$ cat src/rtl/imem_load_controller.sv
// UART program loader for the instruction memory.
// Parses a framed image (sync, word count, big-endian words, checksum), writes each
// word to the instruction memory as soon as its low byte arrives, and keeps the CPU
// held until a frame with a matching checksum has been fully written.
module imem_load_controller #(
    parameter int unsigned ADDR_W         = 5,
    parameter int unsigned DEPTH          = 32,
    parameter logic [7:0]  SYNC_BYTE      = 8'hA5,
    parameter int unsigned TIMEOUT_CYCLES = 1_000_000
) (
    input  logic              CLK,
    input  logic              RST_N,
    input  logic              rx_valid,
    input  logic [7:0]        rx_data,
    output logic              mem_we,
    output logic [ADDR_W-1:0] mem_addr,
    output logic [15:0]       mem_wdata,
    output logic              cpu_hold,
    output logic              load_done,
    output logic              load_error,
    output logic [ADDR_W:0]   words_loaded
);

    localparam int unsigned CntW   = ADDR_W + 1;
    localparam int unsigned TimerW = (TIMEOUT_CYCLES > 1) ? $clog2(TIMEOUT_CYCLES) : 1;
    localparam logic [TimerW-1:0] TimerMax = TimerW'(TIMEOUT_CYCLES - 1);

    typedef enum logic [2:0] {
        StIdle, StCount, StDataHi, StDataLo, StCheck, StDone, StError
    } state_e;

    state_e              state_q, state_d;
    logic [CntW-1:0]     n_q, n_d;
    logic [7:0]          hi_q, hi_d;
    logic [7:0]          csum_q, csum_d;
    logic [CntW-1:0]     wl_q, wl_d;
    logic                we_q, we_d;
    logic [ADDR_W-1:0]   addr_q, addr_d;
    logic [15:0]         wdata_q, wdata_d;
    logic                hold_q, hold_d;
    logic                done_q, done_d;
    logic                err_q, err_d;
    logic [TimerW-1:0]   timer_q, timer_d;

    logic                in_frame;
    logic                timeout;
    logic [CntW-1:0]     wl_inc;

    // Timer only runs while a frame is being received.
    assign in_frame = (state_q == StCount) || (state_q == StDataHi) ||
                      (state_q == StDataLo) || (state_q == StCheck);
    // A byte arriving on the expiry cycle wins over the timeout.
    assign timeout  = in_frame && !rx_valid && (timer_q == TimerMax);
    assign wl_inc   = wl_q + CntW'(1);

    // Next-state and registered-output computation.
    always_comb begin
        state_d = state_q;
        n_d     = n_q;
        hi_d    = hi_q;
        csum_d  = csum_q;
        wl_d    = wl_q;
        we_d    = 1'b0;
        addr_d  = addr_q;
        wdata_d = wdata_q;
        hold_d  = hold_q;
        done_d  = done_q;
        err_d   = err_q;
        timer_d = '0;

        if (!rx_valid && in_frame && (timer_q != TimerMax)) begin
            timer_d = timer_q + TimerW'(1);
        end

        unique case (state_q)
            StIdle: begin
                if (rx_valid && (rx_data == SYNC_BYTE)) begin
                    state_d = StCount;
                end
            end
            StCount: begin
                if (rx_valid) begin
                    if ((rx_data == 8'd0) || (32'(rx_data) > DEPTH)) begin
                        state_d = StError;
                        err_d   = 1'b1;
                        done_d  = 1'b0;
                        hold_d  = 1'b1;
                    end else begin
                        n_d     = CntW'(rx_data);
                        csum_d  = 8'd0;
                        wl_d    = '0;
                        addr_d  = '0;
                        state_d = StDataHi;
                    end
                end
            end
            StDataHi: begin
                if (rx_valid) begin
                    hi_d    = rx_data;
                    csum_d  = csum_q + rx_data;
                    state_d = StDataLo;
                end
            end
            StDataLo: begin
                if (rx_valid) begin
                    we_d    = 1'b1;
                    addr_d  = wl_q[ADDR_W-1:0];
                    wdata_d = {hi_q, rx_data};
                    csum_d  = csum_q + rx_data;
                    wl_d    = wl_inc;
                    state_d = (wl_inc == n_q) ? StCheck : StDataHi;
                end
            end
            StCheck: begin
                if (rx_valid) begin
                    if (rx_data == csum_q) begin
                        state_d = StDone;
                        done_d  = 1'b1;
                        err_d   = 1'b0;
                        hold_d  = 1'b0;
                    end else begin
                        state_d = StError;
                        err_d   = 1'b1;
                        done_d  = 1'b0;
                        hold_d  = 1'b1;
                    end
                end
            end
            StDone, StError: begin
                // A new sync re-arms the hold before any word of the new image lands.
                if (rx_valid && (rx_data == SYNC_BYTE)) begin
                    state_d = StCount;
                    done_d  = 1'b0;
                    err_d   = 1'b0;
                    hold_d  = 1'b1;
                end
            end
            default: state_d = StIdle;
        endcase

        if (timeout) begin
            state_d = StError;
            err_d   = 1'b1;
            done_d  = 1'b0;
            hold_d  = 1'b1;
        end
    end

    // State register with synchronous active-low reset.
    always_ff @(posedge CLK) begin
        if (!RST_N) begin
            state_q <= StIdle;
            n_q     <= '0;
            hi_q    <= 8'd0;
            csum_q  <= 8'd0;
            wl_q    <= '0;
            we_q    <= 1'b0;
            addr_q  <= '0;
            wdata_q <= 16'd0;
            hold_q  <= 1'b1;
            done_q  <= 1'b0;
            err_q   <= 1'b0;
            timer_q <= '0;
        end else begin
            state_q <= state_d;
            n_q     <= n_d;
            hi_q    <= hi_d;
            csum_q  <= csum_d;
            wl_q    <= wl_d;
            we_q    <= we_d;
            addr_q  <= addr_d;
            wdata_q <= wdata_d;
            hold_q  <= hold_d;
            done_q  <= done_d;
            err_q   <= err_d;
            timer_q <= timer_d;
        end
    end

    assign mem_we       = we_q;
    assign mem_addr     = addr_q;
    assign mem_wdata    = wdata_q;
    assign cpu_hold     = hold_q;
    assign load_done    = done_q;
    assign load_error   = err_q;
    assign words_loaded = wl_q;

endmodule

$ cat config.mk
export PLATFORM = sky130hd
export DESIGN_NAME = imem_load_controller
export DESIGN_NICKNAME = d
export VERILOG_FILES = /design/src/rtl/imem_load_controller.sv
export SDC_FILE = /design/constraint.sdc
export NUM_CORES = 1
export LEC_CHECK = 0
export CAP_MARGIN = 20
export CORE_MARGIN = 2
export CORE_UTILIZATION = 45
export CTS_CLUSTER_SIZE = 24
export DETAILED_ROUTE_END_ITERATION = 8
export GPL_TIMING_DRIVEN = 1
export PLACE_DENSITY = 0.67
export SYNTH_ARGS = -nofsm -noshare
export SYNTH_HDL_FRONTEND = slang
export SYNTH_SLANG_ARGS = --single-unit
$ cat constraint.sdc
create_clock -name CLK -period 5.3 [get_ports CLK]
set_clock_uncertainty 0.05 [all_clocks]
set_input_delay 1.06 -clock CLK [delete_from_list [all_inputs] [get_ports CLK]]
set_output_delay 1.06 -clock CLK [all_outputs]
set_load 0.01 [all_outputs]
==> results.sh <==
export IMPL_cts_resized=0
export IMPL_worst_slew_pin_transition_ns=0.984
export IMPL_synth_cell_area_um2=3900
export IMPL_synth_edf_count=0
export IMPL_die_h_um=97.1
export IMPL_syn_avg_cell_area_um2=8.53
export IMPL_crit_required_ns=5.49
export IMPL_port_buffers=41
export IMPL_rrSetupSlack_ns=2.67
export IMPL_wl_per_cell_um=13.9
export IMPL_hpwl_mm=5.72
export IMPL_area_growth_pct=16.0
export IMPL_clock_latency_ns=0.35
export IMPL_rr_startpoint="state_q[1]"
export IMPL_cts_root_buf="clkbuf_8"
export IMPL_diodes=0
export IMPL_p_leak_nw=1.58
export IMPL_min_from="timer_q[0]"
export IMPL_synth_ff_type="dfxtp_1"
export IMPL_clock_fmax_mhz=309
export IMPL_routed_wl_mm=8.28
export IMPL_cts_sink_count=76
export IMPL_fp_row_count=33
export IMPL_fin_util_pct=54.5
export IMPL_cts_tree="built"
export IMPL_overflow=0
export IMPL_power_density_nw_per_um2=296
export IMPL_drtIter0Drc=165
export IMPL_die_area_um2=9420
export IMPL_drv_cap=0
export IMPL_dr_pass1_iters=4
export IMPL_path_class="input pin to flip-flop"
export IMPL_drcViolationCount=0
export IMPL_hold_viol=0
export IMPL_setup_viol=0
export IMPL_postCtsSetupBuffers=0
export IMPL_htreeDepth=3
export IMPL_start_util_pct=47.0
export IMPL_min_to="timer_q[0]"
export IMPL_grt_max_degree=59
export IMPL_peakVddDrop_v=0.000225
export IMPL_place_congestion=0.867
export IMPL_clk_pin_slew_ns=0.08
export IMPL_first_global_vias=3052
export IMPL_hold_buffers=0
export IMPL_die_w_um=97.1
export IMPL_fin_setup_tns_ns=0
export IMPL_cts_made_buffers=9
export IMPL_hold_depth=1
export IMPL_ys_seq_area_share_pct=39.0
export IMPL_core_area_um2=8300
export IMPL_synth_nets=478
export IMPL_fin_crit_ns=3.24
export IMPL_cp_end_kind="flip-flop"
export IMPL_grt_total_usage_pct=18.2
export IMPL_finalCritPeriodShare_pct=61.0
export IMPL_antenna_found_initial=0
export IMPL_avgViaCountPerCell=5.47
export IMPL_io_pins=42
export IMPL_outcome="completed"
export IMPL_r2r_cells=5
export IMPL_max_slew_margin_rel_pct=34.2
export IMPL_ys_ff_latch=76
export IMPL_hp_class="flip-flop to flip-flop"
export IMPL_clockBufferDepth=2
export IMPL_fin_nets=506
export IMPL_cp_arrival_ns=3.42
export IMPL_timing_rr_end="words_loaded[4]"
export IMPL_drive_gt1_share_pct=6.33
export IMPL_synth_cell_types=65
export IMPL_ant_nets=0
export IMPL_grt_setup_unrepaired="no"
export IMPL_grt_first_pass_wirelength_mm=14.3
export IMPL_path_max_fanout=18
export IMPL_yosys_warnings=0
export IMPL_vias=3256
export IMPL_maxSlewViolCount=0
export IMPL_netlist_instances=457
export IMPL_worst_setup_path_start_kind="input pin"
export IMPL_synthArstFlopShare_pct=0
worst max-delay path by stage:
stage                from         endpoint  slack (ns)  cells after the start
2_1_floorplan  rx_data[7]  words_loaded[4]        2.64                      6
3_3_place_gp     rx_valid        load_done        1.81                      6
3_5_place_dp     rx_valid        load_done        1.73                      6
4_1_cts          rx_valid        load_done        2.10                      6
5_1_grt          rx_valid        load_done        1.92                      6
6_report         rx_valid        load_done        2.06                      6
kinds of logic after synthesis:
logic type                 Yosys count  synth area share (%)
xor gates and xnor gates            31                  6.97
buffers and inverters               34                  3.79
adders and majority gates           11                  3.66
DFF                                 76                  39.0
muxes                                8                  2.09
AOI/OAI and AO/OA                   85                  16.9
and+or+nand+nor                    212                  27.6
critical path, stage by stage:
cell	delay [ns]
clkdlybuf4s50_1	0.88
nor2b_1	0.30
nand3_1	0.21
or4_1	0.48
nand2_1	0.15
mux2_2	0.34
metrics by stage:
step	total power, mW	worst slack, ns	hold slack [ns]	instances	instance area, µm²
CTS	1.35	2.10	0.403	595	4520
floorplan	0.868	2.64	0.363	457	3900
finish	1.34	2.06	0.398	595	4520
global placement	0.934	1.81	0.379	579	4340
global route	1.42	1.92	0.420	595	4520
detailed placement	0.937	1.73	0.391	579	4340
power breakdown:
group	leakage (nW)	internal [mW]	switching, mW
clock network	0.0804	0.176	0.237
logic	0.885	0.111	0.165
registers	0.613	0.598	0.0513
placed cells by master, fill, tap and decap left out, drive strengths merged, types with 5 or more instances in the layout:
cell type	n
nor3	11
inv	11
xnor2	18
nand4	14
nor2	39
and3	8
clkbuf	9
nor4	5
mux2i	7
nor2b	13
a21boi	33
clkdlybuf4s50	41
dfxtp	76
a21oi	11
ha	9
o21ai	6
and4	6
xor2	13
nand2	74
a22o	5
nand3	22
synthesized netlist by cell type (all sizes together) (2+ instances only):
cell     instances  area share (%)
dfxtp           76              39
nand2           74             7.1
nor2            39             3.8
a21boi          33             6.4
nand3           22             2.8
xnor2           18             4.0
clkbuf          17             1.6
nand4           14             2.2
nor2b           13             2.1
xor2            13             2.9
a21oi           11             1.7
nor3            11             1.7
buf              9             1.4
ha               9             2.9
and3             8             1.3
inv              8            0.77
mux2i            7             1.8
and4             6             1.3
o21ai            6            0.77
a22o             5             1.1
nor4             5             1.2
a31oi            4            0.64
and2             4            0.64
nor3b            4            0.77
a2111oi          3            0.83
o211ai           3            0.93
o31ai            3            0.71
a21o             2            0.39
nand2b           2            0.32
o21a             2            0.39
o311a            2            0.51
or3              2            0.32
flip-flops by register name (all words and copies together), names as in the netlist:
register      flops
cpu_hold          1
csum_q            8
hi_q              8
load_done         1
load_error        1
mem_addr          5
mem_wdata        16
mem_we            1
n_q               6
state_q           3
timer_q          20
words_loaded      6
routing by layer:
metal	up-vias	routed length, µm	GRT usage [%]
met5	-	0	0
met4	0	100	6.07
met3	10	278	3.81
met2	53	3880	30.2
met1	1519	4020	23.5
li1	1674	-	-
area by class of cell:
cell class / instances / area (µm²)
clock buffers: 9 / 124
clock inverters: 7 / 58.8
fillers: 785 / 3780
inverters: 8 / 30.0
multi-input cells: 347 / 2230
flip-flops and latches: 76 / 1520
well taps: 105 / 131
repair buffers: 43 / 425
No activity file was read; power rests on OpenSTA's default activity.
